[config.mk]
export PLATFORM = sky130hd
export DESIGN_NAME = top2_frame_sched_flat
export DESIGN_NICKNAME = d
export VERILOG_FILES = /design/src/rtl/top2_frame_sched_pkg.sv /design/src/rtl/top2_frame_sched_if.sv /design/src/rtl/top2_tracker.sv /design/src/rtl/top2_frame_sched.sv /design/src/flat_wrapper.sv
export SDC_FILE = /design/constraint.sdc
export NUM_CORES = 1
export LEC_CHECK = 0
export ABC_AREA = 1
export ABC_CLOCK_PERIOD_IN_PS = 5240
export CAP_MARGIN = 5
export CORE_MARGIN = 5
export CORE_UTILIZATION = 50
export CTS_CLUSTER_SIZE = 24
export DETAILED_ROUTE_END_ITERATION = 6
export PLACE_DENSITY = 0.82
export SLEW_MARGIN = 20
export SYNTH_ARGS = -nofsm -noshare
export SYNTH_HDL_FRONTEND = slang
export SYNTH_HIERARCHICAL = 1
export SYNTH_SLANG_ARGS = --single-unit
[constraint.sdc]
create_clock -name clk -period 5.24 [get_ports clk]
set_input_delay 1.572 -clock clk [delete_from_list [all_inputs] [get_ports clk]]
set_output_delay 1.572 -clock clk [all_outputs]
set_load 0.005 [all_outputs]
[src/rtl/top2_frame_sched_pkg.sv]
// -----------------------------------------------------------------------------
// top2_pkg
// Shared types and helpers for the top-two frame scheduler.
//   sched_state_t : scheduler FSM states (IDLE, STREAM, RESULT)
//   id_width()    : requester-id width for a given requester count
//   rr_next()     : round-robin successor of an index
//   rr_pick()     : first valid requester at or after a start index
// -----------------------------------------------------------------------------
package top2_pkg;

    typedef enum logic [1:0] {
        IDLE   = 2'd0,
        STREAM = 2'd1,
        RESULT = 2'd2
    } sched_state_t;

    // Upper bound on requesters the pick helper can scan; valid vectors are
    // zero-extended to this width before being handed to rr_pick().
    localparam int MAX_REQ = 32;
    localparam int DEFAULT_NUM_REQ = 4;

    function automatic int id_width(input int n);
        return (n > 1) ? $clog2(n) : 1;
    endfunction

    localparam int ID_WIDTH = id_width(DEFAULT_NUM_REQ);

    function automatic int rr_next(input int idx, input int n);
        return (idx + 1 >= n) ? 0 : idx + 1;
    endfunction

    // Walks offsets from the highest down to zero so that the smallest
    // offset from 'start' that has a valid request is the one left in 'pick'.
    // Both start and the offset are below n, so a single subtraction is
    // enough to wrap the index.
    function automatic int rr_pick(input logic [MAX_REQ-1:0] valid,
                                   input int start, input int n);
        int pick;
        int idx;
        pick = start;
        for (int i = MAX_REQ - 1; i >= 0; i--) begin
            if (i < n) begin
                idx = start + i;
                if (idx >= n) begin
                    idx = idx - n;
                end
                if (valid[idx[4:0]]) begin
                    pick = idx;
                end
            end
        end
        return pick;
    endfunction

endpackage

[src/rtl/top2_frame_sched_if.sv]
// -----------------------------------------------------------------------------
// top2_frame_sched_if
// Bundles the requester sample bus and the result bus of the scheduler.
//   req_valid/req_data/req_last : per-requester sample stream (into scheduler)
//   req_ready                   : one-hot-or-zero ready back to requesters
//   res_valid/res_ready         : result handshake
//   res_largest/res_second      : frame maximum and second largest
//   res_id/res_count            : owning requester and saturating beat count
//   busy                        : scheduler is not idle
// Modports: slave = scheduler side, master = producer/consumer side.
// -----------------------------------------------------------------------------
interface top2_frame_sched_if #(
    parameter int DATA_WIDTH  = 32,
    parameter int NUM_REQ     = 4,
    parameter int COUNT_WIDTH = 16
);
    localparam int ID_WIDTH = (NUM_REQ > 1) ? $clog2(NUM_REQ) : 1;

    logic [NUM_REQ-1:0]            req_valid;
    logic [NUM_REQ*DATA_WIDTH-1:0] req_data;
    logic [NUM_REQ-1:0]            req_last;
    logic [NUM_REQ-1:0]            req_ready;
    logic                          res_valid;
    logic                          res_ready;
    logic [DATA_WIDTH-1:0]         res_largest;
    logic [DATA_WIDTH-1:0]         res_second;
    logic [ID_WIDTH-1:0]           res_id;
    logic [COUNT_WIDTH-1:0]        res_count;
    logic                          busy;

    modport slave (
        input  req_valid, req_data, req_last, res_ready,
        output req_ready, res_valid, res_largest, res_second, res_id,
               res_count, busy
    );

    modport master (
        output req_valid, req_data, req_last, res_ready,
        input  req_ready, res_valid, res_largest, res_second, res_id,
               res_count, busy
    );

endinterface

[src/rtl/top2_tracker.sv]
// -----------------------------------------------------------------------------
// top2_tracker
// Tracks the largest and second-largest unsigned values of a sample stream
// and counts accepted samples with a saturating counter.
//   clk, reset : clock and asynchronous active-high reset
//   clear      : synchronous clear of all tracked state (frame start)
//   en         : din is an accepted sample this cycle
//   din        : sample value
//   largest    : running maximum
//   second     : running second largest (equals largest on duplicate maxima)
//   count      : number of samples seen, sticks at all-ones
// -----------------------------------------------------------------------------
module top2_tracker #(
    parameter int DATA_WIDTH  = 32,
    parameter int COUNT_WIDTH = 16
) (
    input  logic                   clk,
    input  logic                   reset,
    input  logic                   clear,
    input  logic                   en,
    input  logic [DATA_WIDTH-1:0]  din,
    output logic [DATA_WIDTH-1:0]  largest,
    output logic [DATA_WIDTH-1:0]  second,
    output logic [COUNT_WIDTH-1:0] count
);

    logic [DATA_WIDTH-1:0]  r_largest;
    logic [DATA_WIDTH-1:0]  r_second;
    logic [COUNT_WIDTH-1:0] r_count;

    // A new maximum pushes the old maximum down into second place; a value
    // equal to the maximum but above second only replaces second, which is
    // how duplicate maxima end up with second == largest.
    always_ff @(posedge clk or posedge reset) begin
        if (reset) begin
            r_largest <= '0;
            r_second  <= '0;
            r_count   <= '0;
        end else if (clear) begin
            r_largest <= '0;
            r_second  <= '0;
            r_count   <= '0;
        end else if (en) begin
            if (din > r_largest && din > r_second) begin
                r_second  <= r_largest;
                r_largest <= din;
            end else if (din > r_second) begin
                r_second <= din;
            end
            if (r_count != '1) begin
                r_count <= r_count + 1'b1;
            end
        end
    end

    assign largest = r_largest;
    assign second  = r_second;
    assign count   = r_count;

endmodule

[src/rtl/top2_frame_sched.sv]
// -----------------------------------------------------------------------------
// top2_frame_sched
// Round-robin scheduler sharing one top-two tracker between NUM_REQ
// requesters, one whole frame at a time.
//   clk, reset : clock and asynchronous active-high reset
//   bus        : top2_frame_sched_if.slave carrying the requester streams,
//                the valid/ready result port and the busy flag
// The tracker registers double as the result registers: they are frozen
// while in RESULT and only cleared at the next grant, so res_* stay stable
// until the consumer takes them.
// -----------------------------------------------------------------------------
module top2_frame_sched
    import top2_pkg::*;
#(
    parameter int DATA_WIDTH  = 32,
    parameter int NUM_REQ     = 4,
    parameter int COUNT_WIDTH = 16
) (
    input logic              clk,
    input logic              reset,
    top2_frame_sched_if.slave bus
);

    localparam int ID_W = id_width(NUM_REQ);

    sched_state_t            r_state;
    sched_state_t            w_nextState;
    logic [ID_W-1:0]         r_grant;
    logic [ID_W-1:0]         r_ptr;
    logic [MAX_REQ-1:0]      w_validPad;
    logic [ID_W-1:0]         w_pick;
    logic                    w_anyValid;
    logic                    w_beat;
    logic                    w_clear;
    logic                    w_en;
    logic [DATA_WIDTH-1:0]   w_reqData [NUM_REQ];
    logic [DATA_WIDTH-1:0]   w_din;
    logic [DATA_WIDTH-1:0]   w_largest;
    logic [DATA_WIDTH-1:0]   w_second;
    logic [COUNT_WIDTH-1:0]  w_count;

    for (genvar g = 0; g < NUM_REQ; g++) begin : g_unpack
        assign w_reqData[g] = bus.req_data[g*DATA_WIDTH +: DATA_WIDTH];
    end

    // r_ptr holds the index that gets first priority next time, so a reset
    // value of zero gives requester 0 priority.
    assign w_validPad = MAX_REQ'(bus.req_valid);
    assign w_anyValid = |bus.req_valid;
    assign w_pick     = ID_W'(rr_pick(w_validPad, int'(r_ptr), NUM_REQ));
    assign w_din      = w_reqData[r_grant];
    assign w_beat     = (r_state == STREAM) && bus.req_valid[r_grant];

    always_ff @(posedge clk or posedge reset) begin
        if (reset) begin
            r_state <= IDLE;
        end else begin
            r_state <= w_nextState;
        end
    end

    // Grant is captured on the edge that leaves IDLE; the pointer advances
    // past the owner only once its result has been handed off.
    always_ff @(posedge clk or posedge reset) begin
        if (reset) begin
            r_grant <= '0;
            r_ptr   <= '0;
        end else begin
            if (r_state == IDLE && w_anyValid) begin
                r_grant <= w_pick;
            end
            if (r_state == RESULT && bus.res_ready) begin
                r_ptr <= ID_W'(rr_next(int'(r_grant), NUM_REQ));
            end
        end
    end

    always_comb begin
        w_nextState = r_state;
        case (r_state)
            IDLE:    if (w_anyValid) w_nextState = STREAM;
            STREAM:  if (w_beat && bus.req_last[r_grant]) w_nextState = RESULT;
            RESULT:  if (bus.res_ready) w_nextState = IDLE;
            default: w_nextState = IDLE;
        endcase
    end

    always_comb begin
        bus.req_ready = '0;
        bus.res_valid = 1'b0;
        bus.busy      = (r_state != IDLE);
        w_clear       = 1'b0;
        w_en          = 1'b0;
        case (r_state)
            IDLE: begin
                w_clear = w_anyValid;
            end
            STREAM: begin
                bus.req_ready[r_grant] = 1'b1;
                w_en = w_beat;
            end
            RESULT: begin
                bus.res_valid = 1'b1;
            end
            default: begin
                bus.req_ready = '0;
            end
        endcase
    end

    top2_tracker #(
        .DATA_WIDTH (DATA_WIDTH),
        .COUNT_WIDTH(COUNT_WIDTH)
    ) u_tracker (
        .clk    (clk),
        .reset  (reset),
        .clear  (w_clear),
        .en     (w_en),
        .din    (w_din),
        .largest(w_largest),
        .second (w_second),
        .count  (w_count)
    );

    assign bus.res_largest = w_largest;
    assign bus.res_second  = w_second;
    assign bus.res_count   = w_count;
    assign bus.res_id      = r_grant;

endmodule

[src/flat_wrapper.sv]
// flat-port wrapper written by rule: the top's interface ports become plain ports
module top2_frame_sched_flat import top2_pkg::*;
#(
    parameter int DATA_WIDTH  = 32,
    parameter int NUM_REQ     = 4,
    parameter int COUNT_WIDTH = 16
)
  (clk, reset, bus_req_valid, bus_req_data, bus_req_last, bus_res_ready, bus_req_ready, bus_res_valid, bus_res_largest, bus_res_second, bus_res_id, bus_res_count, bus_busy);
  top2_frame_sched_if #(.DATA_WIDTH(DATA_WIDTH), .NUM_REQ(NUM_REQ), .COUNT_WIDTH(COUNT_WIDTH)) bus_i ();
  input logic clk;
  input logic reset;
  input wire logic [$bits(bus_i.req_valid)-1:0] bus_req_valid;
  input wire logic [$bits(bus_i.req_data)-1:0] bus_req_data;
  input wire logic [$bits(bus_i.req_last)-1:0] bus_req_last;
  input wire logic [$bits(bus_i.res_ready)-1:0] bus_res_ready;
  output wire logic [$bits(bus_i.req_ready)-1:0] bus_req_ready;
  output wire logic [$bits(bus_i.res_valid)-1:0] bus_res_valid;
  output wire logic [$bits(bus_i.res_largest)-1:0] bus_res_largest;
  output wire logic [$bits(bus_i.res_second)-1:0] bus_res_second;
  output wire logic [$bits(bus_i.res_id)-1:0] bus_res_id;
  output wire logic [$bits(bus_i.res_count)-1:0] bus_res_count;
  output wire logic [$bits(bus_i.busy)-1:0] bus_busy;
  assign bus_i.req_valid = bus_req_valid;
  assign bus_i.req_data = bus_req_data;
  assign bus_i.req_last = bus_req_last;
  assign bus_i.res_ready = bus_res_ready;
  assign bus_req_ready = bus_i.req_ready;
  assign bus_res_valid = bus_i.res_valid;
  assign bus_res_largest = bus_i.res_largest;
  assign bus_res_second = bus_i.res_second;
  assign bus_res_id = bus_i.res_id;
  assign bus_res_count = bus_i.res_count;
  assign bus_busy = bus_i.busy;
  top2_frame_sched #(.DATA_WIDTH(DATA_WIDTH), .NUM_REQ(NUM_REQ), .COUNT_WIDTH(COUNT_WIDTH)) u_core (.clk(clk), .reset(reset), .bus(bus_i));
endmodule
-- Word level (Yosys, flattened, before mapping)
Cells that the tools add are included.
- input port bits: 139
- output and inout port bits: 88
- register bits: 86
- magnitude comparators: 14
- reductions and logical operators: 17
- multiplexer cells: 44
- $add $sub $neg: 9
- eq/ne operators: 6
- bitwise logic cells: 1
- operator list (operator ; number):
    2-to-1 mux 32 bit ; 9
    greater-or-equal comparator 32 x 4 -> 1 bit, second input constant ; 3
    binary-select mux 32 bit (select 2 bit) ; 1
    greater-than comparator 32 bit ; 2
    2-to-1 mux 16 bit ; 3
    less-than comparator 5 x 6 -> 1 bit, second input constant ; 4
    binary-select mux 1 bit (select 5 bit) ; 4
    2-to-1 mux 5 bit ; 4
    adder 16 x 1 -> 16 bit, second input constant ; 1
    2-to-1 mux 2 bit ; 8
    != test 16 bit, second input constant ; 1
    subtractor 3 x 3 -> 4 bit, second input constant ; 3
    2-to-1 mux 1 bit ; 10
    nonzero test 2 bit ; 4
    adder 2 x 1 -> 3 bit, second input constant ; 2
    adder 2 x 2 -> 3 bit, second input constant ; 2
    greater-or-equal comparator 3 bit, second input constant ; 2
    logical AND 1 bit ; 6
    one-hot mux 2 bit (3 select lines) ; 1
    AND reduction 2 bit ; 3
    binary-select mux 1 bit (select 2 bit) ; 2
    2-to-1 mux 4 bit ; 1
    != test 2 bit, second input constant ; 2
    OR reduction 4 bit ; 1
    12 further kinds ; 12

-- Logic depth before layout (Yosys ltp)
Gate-level depths: netlist of run 1.
- depth in word-level cells: 9
- gate-level depth with buffers: 25
- mapped depth without buffers: 21

-- Cells and area by module
The synthesis of run 1 kept the hierarchy.
- by module, submodules not included (module ; cells each ; seq. area each (µm²) ; instances ; area each (µm²)):
    top2_tracker ; 775 ; 2001.9 ; 1 ; 5644.2
    top2_frame_sched ; 296 ; 150.1 ; 1 ; 1547.7

-- Worst setup path after synthesis of run 1
No wires, ideal clock.
- kind: input to register
- from: input bus_req_data[83]
- to: register u_core.u_tracker.r_largest[10], in the netlist u_core/u_tracker/largest[10]
- stages: 14
- data required time: 5.174 ns
- arrival: 3.337 ns
- slack: 1.837 ns
- cell sequence: o21ai_0 -> o22ai_1 -> ha_1 -> a21o_1 -> o21ai_1 -> nand2_1 -> a21oi_2 -> nand2_1 -> nand2_1 -> nor2_4 -> nand2_2 -> buf_2 -> nand3_1 -> nand2_1
- word-level cells in the longest chain between the ends: 7
- RTL lines (item ; RTL line ; text):
    start, declared ; flat_wrapper.sv:13 ; input wire logic [$bits(bus_i.req_data)-1:0] bus_req_data;
    binary-select mux 32 bit (select 2 bit) (*) ; top2_frame_sched.sv:51 ; assign w_din = w_reqData[r_grant];
    2-to-1 mux 32 bit (implied by the code) (*) (2 in series) ; top2_frame_sched.sv:51 ;
    net u_core.w_din[19] ; top2_frame_sched.sv:37 ; logic [DATA_WIDTH-1:0] w_din;
    greater-than comparator 32 bit ; top2_tracker.sv:44 ; if (din > r_largest && din > r_second) begin
    logical AND 1 bit (*) ; top2_tracker.sv:44 ;
    nonzero test 2 bit (no source line) (*) ; n/a ;
    AND reduction 2 bit (no source line) (*) ; n/a ;
    end signal, assigned ; top2_tracker.sv:46 ; r_largest <= din;
    end, declared ; top2_tracker.sv:27 ; logic [DATA_WIDTH-1:0] r_largest;
The timed path passes the listed nets; every way through them passes the cells marked *. The select of a mux whose other input is x is not followed.
A chain may end at the register's enable or synchronous reset.

-- Worst setup path after layout of run 1
- from: input bus_req_data[64]
- to: register u_core.u_tracker.r_second[18], in the netlist u_core/u_tracker/second[18]
- word-level cells in the longest chain between the ends: 8
- RTL lines (item ; RTL line ; text):
    binary-select mux 32 bit (select 2 bit) (*) ; top2_frame_sched.sv:51 ;
    2-to-1 mux 32 bit (implied by the code) (*) (2 in series) ; top2_frame_sched.sv:51 ;
    net u_core.w_din[0] ; top2_frame_sched.sv:37 ;
    greater-than comparator 32 bit (on tied branches) ; top2_tracker.sv:44, top2_tracker.sv:47 ;
    logical AND 1 bit ; top2_tracker.sv:44 ;
    2-to-1 mux 32 bit ; top2_tracker.sv:44 ;
    2-to-1 mux 32 bit ; top2_tracker.sv:43 ; end else if (en) begin
    2-to-1 mux 32 bit ; top2_tracker.sv:39 ; end else if (clear) begin
    end signal, assigned ; top2_tracker.sv:45 ; r_second <= r_largest;
    end signal, assigned ; top2_tracker.sv:48 ; r_second <= din;
    end, declared ; top2_tracker.sv:28 ; logic [DATA_WIDTH-1:0] r_second;
Marks and branches as above.

==> flow_metrics.tcl, run 1 <==
set metrics [dict create \
    cp.arrival_ns 4.48 \
    drt-initial-drc-count 638 \
    grt_max_degree 75 \
    critPathKind "input pin to flop" \
    cts_buffer_depth 2 \
    vias 8235 \
    setup_viol 0 \
    max-vdd-ir-drop_mv 0.583 \
    cts-htree-levels 3 \
    rows 43 \
    skew_ns 0.00866 \
    p_sw_mw 3.71 \
    n_fill_cell 1180 \
    crit_family "compound AO/OA/AOI/OAI gates" \
    critPathLaunchType "input pin" \
    fmax_mhz 236 \
    via_per_inst 5.60 \
    layout-drive-gt1-share 0.0488 \
    clk_pin_slew_ns 0.06 \
    synth_cells 1071 \
    synthTopCellsByArea "dfrtp_1 (30%), ha_1 (13%), nand2_1 (13%)" \
    synthMostInstantiatedCell "nand2_1" \
    wl_microns 24900 \
    timing.final.crit_share 0.810 \
    p_sw_frac 0.535 \
    rsz0062_at_grt "false" \
    synthArstFlopShare 1.00 \
    setup_ws_ns 0.997 \
    clockPowerShare 0.095 \
    syn_area_sq_um 7190 \
    cts_tree "done" \
    gr-usage-all-layers 0.290 \
    place.gp.congestion 0.942 \
    io_pins 227 \
    hold_path_class "flop to flop" \
    relSlewSlack 0.404 \
    areaGrowthSynthToFinish_pct 38.8 \
    synth_top_area_frac 0.299 \
    synth_edf_count 0 \
    synth_seq_cells 86 \
    cellInternalPower_mw 3.22 \
    grt_pass1_vias 8052 \
    hold_viol_final 0 \
    worstMarginPinSlew_ns 0.893 \
    cts_made_buffers 9 \
    yosys.cell_types.count 33 \
    pwr_density_cell_nw_per_um2 695 \
    drc 0 \
    clk_latency_ns 0.35 \
    syn-num-nets 1285 \
    tns_ns 0 \
    root_buffer "clkbuf_16" \
    core-area_sq_um 14000 \
    synth-seq-area-share 0.299 \
    dieHeight_microns 130 \
    synthTopCellsByCount "nand2_1 (247), inv_1 (146), nand3_1 (121), nor2_1 (105), dfrtp_1 (86)" \
    cts_hold_buf 0 \
    power_leakage_nw 4.80 \
    power_frac_comb 0.749 \
    nets 1500 \
    maxCapViolations 0 \
    syn_area_per_cell_sq_um 6.72 \
    cts_resized 0 \
    antenna_found_initial 0 \
    cpMaxStageDelayCell "a21oi_2" \
    ant_nets 0 \
    seq_area_sq_um 2150 \
    io_buffer_count 226 \
    p_seq_frac 0.156 \
    synth_top_area_cell "dfrtp_1" \
    initial_core_util 0.514 \
    post-cts-setup-buffers 0 \
    n_antenna_cell 0 \
    layout_min_cycle_time_ns 4.24 \
    crit_chain "clkdlybuf4s50_1 > o21ai_0 > o22ai_1 > inv_1 > ha_1 > inv_1 > nand2_1 > nand2_1 > nand2_1 > nand2_1 > nand2_1 > nand2_1 > nand2_1 > nand2_1 > nand2_1 > a21oi_2 > buf_4 > nand3_1 > nand3_1 > nand2_1" \
    crit_buf_inv 4 \
    cpPeakStageDelay_ns 0.46 \
    endpoint_kind "flop" \
    dp_slack_ns 0.681 \
    status "complete, no violations" \
    gr-total-overflow 0 \
    post_drt_wl_per_cell_microns 16.9 \
    firstDrtPassIters 6 \
    crit_top_cell "nand2_1" \
    critical_path_required_ns 5.48 \
    cp_max_fo 12 \
    grt_pass1_wl_microns 39100 \
    multi_input_area_sq_um 4230 \
    synth_warnings 6 \
    synthFlopType "dfrtp_1" \
    die_w_microns 130 \
    dieArea_sq_um 16900 \
    slew_violations 0 \
    dp.final_hpwl_microns 18400 \
    cts_sinks 86 \
]
==> cell usage in the layout, fill, tap and decap left out, types with 3 or more instances in the layout <==
cell type and count:
o21ai_0 84, inv_2 3, clkdlybuf4s50_1 226, a21oi_1 42, inv_1 145, ha_1 75, dfrtp_1 85, a21o_1 3
nand4_1 41, o22ai_1 34, nand3_1 121, nor3_1 5, nand2_1 247, o21a_1 7, clkbuf_16 9, nor2_1 104
buf_4 31
==> final cells by class <==
class                      count  area share
clock buffer                  10      0.0229
sequential                    86       0.216
clock inverter                 6     0.00714
multi-input combinational    781       0.423
timing repair buffer         258       0.252
tap                          180      0.0226
inverter                     150      0.0566
==> per-stage QoR <==
step           cell area, sq um  std cells   util  hold WS [ns]  total power [mW]
2_1_floorplan              7190       1071      -         0.452              4.44
3_3_place_gp               9680       1455  0.692         0.491              6.04
3_5_place_dp               9680       1455  0.692         0.498              6.16
4_1_cts                    9980       1471  0.714         0.512              6.86
5_1_grt                    9980       1471  0.714         0.533              7.60
6_report                   9980       1471  0.714         0.506              6.94
==> flip-flops by register name (all words and copies together) (netlist names) <==
register,cells
u_core/u_tracker/second,32
u_core/u_tracker/count,16
u_core/u_tracker/largest,32
u_core/r_state,2
u_core/r_ptr,2
u_core/bus.res_id,2
==> per-layer routing <==
metal	part of all wire	track usage	vias up	routed length (microns)
li1	-	-	3980	-
met1	0.41	0.364	3820	10200
met2	0.47	0.490	383	11800
met3	0.094	0.0667	52	2350
met4	0.024	0.101	0	589
met5	0	0	-	0
==> power groups by stage <==
| stage | Sequential (mW) | Clock [mW] | Combinational, mW |
|---|---|---|---|
| finish | 1.08 | 0.661 | 5.20 |
| global route | 1.11 | 0.693 | 5.79 |
| CTS | 1.08 | 0.669 | 5.11 |
| detailed placement | 1.09 | 0 | 5.07 |
| global placement | 1.08 | 0 | 4.96 |
| floorplan | 1.07 | 0 | 3.37 |
==> path summary, 6_finish.rpt <==
kind | start | end | slack [ns] | depth (start not counted)
worst min register to register | u_core/r_state[0] | u_core/r_state[1] | 0.51 | 1
worst max-delay path | bus_req_data[64] | u_core/u_tracker/second[18] | 1.0 | 20
worst max register to register | u_core/bus.res_id[0] | u_core/u_tracker/second[18] | 1.43 | 17
worst min-delay path | u_core/r_state[0] | u_core/r_state[1] | 0.51 | 1
min in group asynchronous | reset | u_core/r_state[1] | 1.55 | 2
max in group asynchronous | reset | u_core/u_tracker/largest[7] | 2.66 | 3
==> logic make-up after synthesis <==
logic type,share of synthesized area
fa+ha+maj,0.130
compound gates,0.142
simple gates,0.314
flops,0.299
buf+inv,0.114
Note: power is estimated with default switching activity, not from simulation.
==> run 2: changes to the inputs <==
Settings changed: ABC_CLOCK_PERIOD_IN_PS 5240 to 3700, CORE_UTILIZATION 50 to 43, PLACE_DENSITY 0.82 to 0.75.
Clock period 5.24 ns to 3.7 ns, I/O delays scaled along.
==> flow_metrics.tcl, run 2 (synthesized netlist as in run 1, its figures left out) <==
set metrics [dict create \
    gr-total-overflow 0 \
    hold_viol_final 0 \
    wl_microns 26100 \
    firstDrtPassIters 6 \
    die_w_microns 139 \
    final_cell_mix "nand2_1 (247), clkdlybuf4s50_1 (226), inv_1 (145)" \
    p_total_mw 10.5 \
    worstReg2RegStart "u_core/bus.res_id[1]" \
    layout-drive-gt1-share 0.0760 \
    core-area_sq_um 16500 \
    setup_viol 0 \
    crit_start "bus_req_data[86]" \
    post-cts-setup-buffers 0 \
    hold_path_class "flop to flop" \
    power_leakage_nw 5.04 \
    post-route-util 0.632 \
    cp_max_fo 19 \
    slew_violations 0 \
    critPathKind "input pin to flop" \
    via_per_inst 5.35 \
    io_buffer_count 226 \
    timing.final.crit_share 0.938 \
    cts_made_buffers 9 \
    cp.arrival_ns 3.70 \
    post_dp_cell_area_sq_um 10200 \
    drc 0 \
    cts_tree "done" \
    clk_latency_ns 0.35 \
    rsz0062_at_grt "false" \
    cts-htree-levels 3 \
    max-vdd-ir-drop_mv 1.04 \
    final_common_cell "nand2_1" \
    setup_ws_ns 0.231 \
    dp.final_hpwl_microns 19500 \
    dp_slack_ns -0.230 \
    grt_pass1_wl_microns 42000 \
    layout_min_cycle_time_ns 3.47 \
    skew_ns 0.00816 \
    fin_cells 1549 \
    status "complete, no violations" \
    cts_hold_buf 0 \
    root_buffer "clkbuf_16" \
    min_from "u_core/r_state[0]" \
    final_area_sq_um 10400 \
    n_antenna_cell 0 \
    endpoint_kind "flop" \
    tns_ns 0 \
    holdWs_ns 0.507 \
    dieHeight_microns 139 \
    dp_cells 1533 \
    clk_pin_slew_ns 0.06 \
    n_fill_cell 1467 \
    maxCapViolations 0 \
    gr-usage-all-layers 0.263 \
    fmax_mhz 288 \
    areaGrowthSynthToFinish_pct 45.1 \
    dieArea_sq_um 19400 \
    drt-initial-drc-count 657 \
    io_pins 227 \
    place.gp.congestion 0.947 \
    ant_nets 0 \
    critical_path_required_ns 3.93 \
    pwr_density_cell_nw_per_um2 1010 \
    nets 1538 \
    critPathLaunchType "input pin" \
    cts_buffer_depth 2 \
    grt_max_degree 78 \
    antenna_found_initial 0 \
    initial_core_util 0.435 \
    topRoutingLayerUsed "met4" \
    grt_pass1_vias 8113 \
    worstMarginPinSlew_ns 0.771 \
    cts_sinks 86 \
    met1_length_microns 10900 \
    route.met2.wl_microns 12800 \
    post_drt_wl_per_cell_microns 16.9 \
    wl_met3_microns 1980 \
    relSlewSlack 0.486 \
    vias 8291 \
    rows 47 \
]
run 2: critical path, stage by stage:
cell             delay (ns)
clkdlybuf4s50_1        0.40
o21ai_1                0.22
o22ai_1                0.15
buf_4                  0.18
ha_1                   0.27
nand2_1                0.07
nor2_1                 0.13
nand4_1                0.08
nor2_1                 0.19
nand2_1                0.14
nand2_1                0.10
nand2_1                0.10
nor2_4                 0.13
nand2_2                0.10
buf_12                 0.18
nand3_1                0.07
nand2_1                0.06
run 2: cell type report:
class / count / area [sq um] / area share
flip-flops and latches: 86 / 2150 / 0.206
clock buffers: 11 / 243 / 0.0233
multi-input cells: 781 / 4230 / 0.405
repair buffers: 296 / 2940 / 0.282
inverters: 150 / 564 / 0.0541
clock inverters: 5 / 35.0 / 0.00336
well taps: 220 / 275 / 0.0264
run 2: report_power, final:
part,internal [mW],switching [mW],leakage (nW)
logic,3.35,4.73,3.74
registers,1.25,0.294,1.16
clock network,0.474,0.401,0.135
total,5.07,5.42,5.04
run 2: final timing paths:
check	end	slack, ns	cells past startpoint
hold reg to reg	u_core/r_state[1]	0.51	1
hold / removal	u_core/r_state[1]	0.51	1
setup / recovery	u_core/u_tracker/largest[21]	0.23	17
min in group asynchronous	u_core/r_state[1]	1.05	2
max in group asynchronous	u_core/u_tracker/largest[13]	1.80	3
setup reg to reg	u_core/u_tracker/largest[21]	0.55	24
run 2: layer usage:
| metal | vias up | GRT usage |
|---|---|---|
| met3 | 47 | 0.0611 |
| met2 | 343 | 0.453 |
| met4 | 0 | 0.0659 |
| met1 | 3857 | 0.334 |
| met5 | - | 0 |
| li1 | 4044 | - |
run 2: repair_timing:
action | 4_1_cts | 5_1_grt
hold endpoints to repair | 0 | 0
endpoints found under the setup margin | 0 | 35
gates resized for setup | 0 | 3
